===== src/rtl/gate_chk_pkg.sv =====
`timescale 1ns/1ps
`default_nettype none
// ============================================================================
//  Module      : gate_chk_pkg
//  Description : Shared definitions for the gate response checker:
//                FSM state encoding, settle counter width and a helper
//                returning the number of input vectors for a given N_IN.
//  Ports       : none (package)
//  Revision    : 1.0  initial release
// ============================================================================
package gate_chk_pkg;

    // Width of the settle down-counter; SETTLE is limited to 1..15.
    localparam int unsigned SETTLE_W = 4;

    // Checker FSM states.
    typedef logic [1:0] gate_chk_state_t;
    localparam gate_chk_state_t c_ST_IDLE = 2'd0;
    localparam gate_chk_state_t c_ST_RUN  = 2'd1;
    localparam gate_chk_state_t c_ST_DONE = 2'd2;

    // Number of input vectors exercised in one run: 2^n_in.
    function automatic int unsigned num_vectors(input int unsigned n_in);
        return 32'd1 << n_in;
    endfunction

endpackage : gate_chk_pkg
`default_nettype wire


===== src/rtl/gate_chk_timer.sv =====
`timescale 1ns/1ps
`default_nettype none
// ============================================================================
//  Module      : gate_chk_timer
//  Description : Reloadable settle down-counter. load has priority and sets
//                the count to load_val; while en is high the count decrements
//                towards zero and holds there. expire flags the edge on which
//                an enabled counter sits at zero.
//  Ports       : clk      - clock, rising edge
//                rst_n    - asynchronous active-low reset
//                load     - reload the counter with load_val
//                en       - count enable
//                load_val - reload value (SETTLE-1)
//                expire   - counter enabled and at zero
//  Revision    : 1.0  initial release
// ============================================================================
module gate_chk_timer
    import gate_chk_pkg::*;
(
    input  logic                clk,
    input  logic                rst_n,
    input  logic                load,
    input  logic                en,
    input  logic [SETTLE_W-1:0] load_val,
    output logic                expire
);

    logic [SETTLE_W-1:0] r_count;

    always_ff @(posedge clk or negedge rst_n) begin
        if (!rst_n) begin
            r_count <= '0;
        end else if (load) begin
            r_count <= load_val;
        end else if (en && (r_count != '0)) begin
            r_count <= r_count - 1'b1;
        end
    end

    assign expire = en && (r_count == '0);

endmodule : gate_chk_timer
`default_nettype wire


===== config.mk =====
export PLATFORM = sky130hd
export DESIGN_NAME = gate_chk_timer
export DESIGN_NICKNAME = d
export VERILOG_FILES = /design/src/rtl/gate_chk_pkg.sv /design/src/rtl/gate_chk_timer.sv
export SDC_FILE = /design/constraint.sdc
export NUM_CORES = 1
export LEC_CHECK = 0
export BUFFER_PORTS_ARGS = -buffer_cell sky130_fd_sc_hd__buf_2
export CAP_MARGIN = 20
export CORE_AREA = 2 2 39 41
export DETAILED_ROUTE_END_ITERATION = 6
export DIE_AREA = 0 0 41 43
export PLACE_DENSITY_LB_ADDON = 0.15
export SLEW_MARGIN = 20
export SYNTH_ARGS = -nofsm -noshare
export SYNTH_HDL_FRONTEND = slang
export SYNTH_SLANG_ARGS = --single-unit

===== constraint.sdc =====
create_clock -name clk -period 1.7 [get_ports clk]
set_input_delay 0 -clock clk [delete_from_list [all_inputs] [get_ports clk]]
set_output_delay 0 -clock clk [all_outputs]
set_load 0.01 [all_outputs]

; ---- After elaboration in Yosys (flattened, before gate mapping)
; Index checks and enable logic that the tools add are counted.
[op_classes]
n_reduce_logical = 5
add_sub_neg = 1
n_mux = 2
[ops]
columns = op, n
row1 = two-way mux 4 bit, 2
row2 = logical NOT 4 bit, 1
row3 = nonzero test 4 bit, 1
row4 = subtractor 4 x 1 -> 4 bit (second input constant), 1
row5 = logical AND 1 bit, 2
row6 = nonzero test 2 bit, 1
[totals]
register_bits = 4
output_inout_bits = 1
in_bits = 8
wordCells = 9

; ---- Depth between registers and ports, before layout
[depth]
ltp_word = 4
mapped_depth = 5
mapped_depth_nobuf = 5

; ---- Worst setup path after synthesis
; Ideal clock, no wire load.
[synth_path]
kind = register to register
start = register r_count[0]
end = register r_count[1]
arrival_time_ns = 1.243
path_slack_ns = 0.388
t_required_ns = 1.631
n_path_buf = 0
period_less_slack_ns = 1.312
path_stages_with_launch = 6
setup_ns = 0.069
cell_sequence = dfrtp_1 inv_1 ha_1 nor3b_1 or4_1 nand3_1
[synth_between]
elab_chain_cells = 3
elab_cells_between_ends = 6
cone_classes = add/sub: 1 / mux: 2 / reduce/logical: 3
[synth_lines]
columns = element, line_no
row1 = from (decl), gate_chk_timer.sv:28  ; logic [SETTLE_W-1:0] r_count;
row2 = from (signal assigned), gate_chk_timer.sv:34  ; r_count <= load_val;
row3 = from (signal assigned), gate_chk_timer.sv:36  ; r_count <= r_count - 1'b1;
row4 = subtractor 4 x 1 -> 4 bit or nonzero test 4 bit (tied branches), "gate_chk_timer.sv:36, gate_chk_timer.sv:35"
row5 = two-way mux 4 bit or logical AND 1 bit (tied branches), gate_chk_timer.sv:35  ; end else if (en && (r_count != '0)) begin
row6 = two-way mux 4 bit or nonzero test 2 bit (tied branches), -
; Parallel ways exist; a longest one is shown, timed or not. The select of a mux whose other input is x is not followed.
; A chain may end at the register's enable or synchronous reset.

; ---- Worst setup path in the final report
[layout_path]
start = register r_count[0]
end = register r_count[0]
; The elaborated chain is that of the path after synthesis.

==> metrics.yaml <==
placement:
  numPortBuffers: 8
  gpl.final_weighted_congestion: 0.731
  detailed_place_hpwl_um: 446
  dp_slack_ns: 0.251
  post_dp_cell_area_um2: 310
worst_setup_path:
  setup.worst_path.end_class: "flop"
  worstPathRequired_ns: 1.84
  r2r-end: "r_count[0]"
  cp.arrival_ns: 1.59
  worst-r2r-setup-slack_ns: 0.26
  timing.reg2reg.worst_path_depth: 5
  worst_r2r_startpoint: "r_count[0]"
  cp_cell_sequence: "inv_1 -> ha_1 -> nor3b_1 -> or3_1 -> a31oi_1"
  critPathSlowestCell: "dfrtp_1"
  critPathMaxFanout: 4
  timing.setup.critical_path_class: "flop to flop"
  setup.worst_path.start_class: "flop"
  cpPeakStageDelay_ns: 0.40
clock_tree:
  cts.sink_count: 4
  cts_buffers: 3
  insertion_delay_of_the_later_clocked_pin_in_the_worst_skew_pair_ns: 0.23
  count_of_h_tree_levels_built_during_cts: 1
  cts_hold_buf: 3
  cts_setup_buffers: 0
  cts_root_buf: "clkbuf_4"
  cts.path.max_buffers: 2
  clk_transition_reported_paths_ns: 0.03
  post_cts.resized_instances: 0
  clock_tree_from_tritoncts: "yes"
yosys:
  ys_seq_area_frac: 0.400
  synthesis.yosys.warnings: 0
  syn-num-nets: 37
  post_synth_main_area_contributors: "dfrtp_1 (40%), inv_1 (6.0%), nor3b_1 (6.0%)"
  post_synth_instance_area_um2: 250
  synth.top_cell.area_share: 0.400
  synth_area_leader_cell: "dfrtp_1"
  post_synth.cell_area_avg_um2: 8.94
  ys_seq_elements: 4
  count_of_different_cell_masters_after_synthesis: 18
  syn-instance-count: 28
worst_hold_path:
  hold-path-endpoint: "r_count[3]"
  holdCritStartpoint: "load_val[3]"
  hp-class: "input port to flop"
  hold_path_depth: 2
detailed_routing:
  drc_errors: 0
  detail_route.first_pass.iterations: 4
  route.detailed.wl_per_inst_um: 9.91
  drt-initial-drc-count: 12
  vias: 253
  antenna_violating_nets_post_route: 0
  viasPerCell: 4.36
  wl_um: 575
sta:
  holdWs_ns: 0.0312
  finalMaxSlewViolations: 0
  finalWorstPathRequiredPeriod_ns: 1.44
  rsz0062_at_grt: "false"
  setup_tns_ns: 0
  timing_worst_slew_pin_value_ns: 0.368
  worst_clock_skew_ns: 0.00121
  worst_slack_ns: 0.257
  achievable-frequency_mhz: 693
  slew_headroom: 0.754
  finalHoldViolations: 0
  setup_viol: 0
  fin_crit_sh: 0.849
die:
  rows: 14
  fp.dieW_um: 41
  dieArea_um2: 1760
  start_util: 0.181
  fp.coreArea_um2: 1380
  die_height_um: 43
  floorplan.io_pins: 9
finish:
  num-fill-cells: 153
  number_of_flip_flops_under_the_largest_register_name: 4
  layout.cells.most_common: "buf_2"
  largest_register: "r_count"
  layout-area-overhead-vs-synth_pct: 45.0
  final_area_um2: 363
  layout.cells.most_common_list: "buf_2 (8), inv_1 (4), dfrtp_1 (4)"
  fin_nets: 53
  antenna-diode-count: 0
  biggestRegsByFlops: "r_count: 4 flops"
  drive_above_1_share: 0.286
  final_core_util: 0.262
grt:
  first_global_vias: 258
  grt_first_pass_wirelength_um: 1040
  grt_start_max_net_pins: 9
  grt_overflow: 0
  grt_antenna_before_repair: 0
  grt_util_all_layers: 0.0946
power:
  peakVddDrop_mv: 0.371
  power_density_nw_per_um2: 813
  total_leakage_power_nw: 0.173
flow_run:
  max-cap-violations: 0
outcome:
  status: "completed"
## cells by family (layout without fill, tap and decap cells)
kind of cell / count (synthesis) / count (layout) / share of synthesized area
AO/OA/AOI/OAI: 6 / 6 / 0.155
adder cells (fa/ha/maj): 1 / 1 / 0.0500
buffers and inverters: 4 / 18 / 0.0600
flip-flops: 4 / 4 / 0.400
AND/OR/NAND/NOR: 13 / 13 / 0.335
## metrics by stage
stage	power [mW]	std cells
final	0.295	58
after global routing	0.330	58
after global placement	0.178	52
after CTS	0.305	58
after floorplan	0.155	28
after detailed placement	0.180	52
## worst max-delay path, delay by kind of cell, from the launching register on
kind                     cells  cell delay (ns)
adder cells (fa/ha/maj)      1             0.23
AND/OR/NAND/NOR              2             0.50
AO/OA/AOI/OAI                1             0.18
buffers and inverters        1             0.06
flip-flops                   1             0.40
## power by group
part           switching (mW)  leakage [nW]  internal, mW
Combinational          0.0284         0.111        0.0326
Clock                  0.0332        0.0138        0.0786
Sequential             0.0145        0.0480         0.108
Total                  0.0761         0.173         0.219
## layer usage
| layer | vias to the layer above | share of wire | GRT usage | wire length [um] |
|---|---|---|---|---|
| li1 | 133 | - | - | - |
| met2 | 8 | 0.45 | 0.125 | 256 |
| met5 | - | 0 | 0 | 0 |
| met4 | 0 | 0 | 0.0600 | 0 |
| met1 | 112 | 0.49 | 0.107 | 280 |
| met3 | 0 | 0.066 | 0.0628 | 38 |
## layout make-up
type / instances / area (um^2) / area share
Clock buffer: 3 / 22.5 / 0.0621
Inverter: 4 / 15.0 / 0.0414
Multi-Input combinational cell: 20 / 135 / 0.372
Sequential cell: 4 / 100 / 0.276
Tap cell: 16 / 20.0 / 0.0552
Timing Repair Buffer: 11 / 70.1 / 0.193
## worst max path at each step
stage                     cells past startpoint  startpoint         end  slack [ns]
after floorplan                               5  r_count[0]  r_count[1]        0.39
after global placement                        5  r_count[0]  r_count[1]        0.28
after detailed placement                      5  r_count[0]  r_count[0]        0.25
after CTS                                     5  r_count[0]  r_count[0]        0.24
after global routing                          5  r_count[0]  r_count[0]        0.12
final                                         5  r_count[0]  r_count[0]        0.26
## cell usage after synthesis (all sizes together)
master,instances
a21oi,1
a221o,1
a31oi,1
and4b,1
dfrtp,4
ha,1
inv,4
nand2,3
nand3,1
nor2,1
nor3,2
nor3b,2
nor4b,1
o211ai,1
o21ai,2
or3,1
or4,1
No activity file was read; power rests on OpenSTA's default activity.
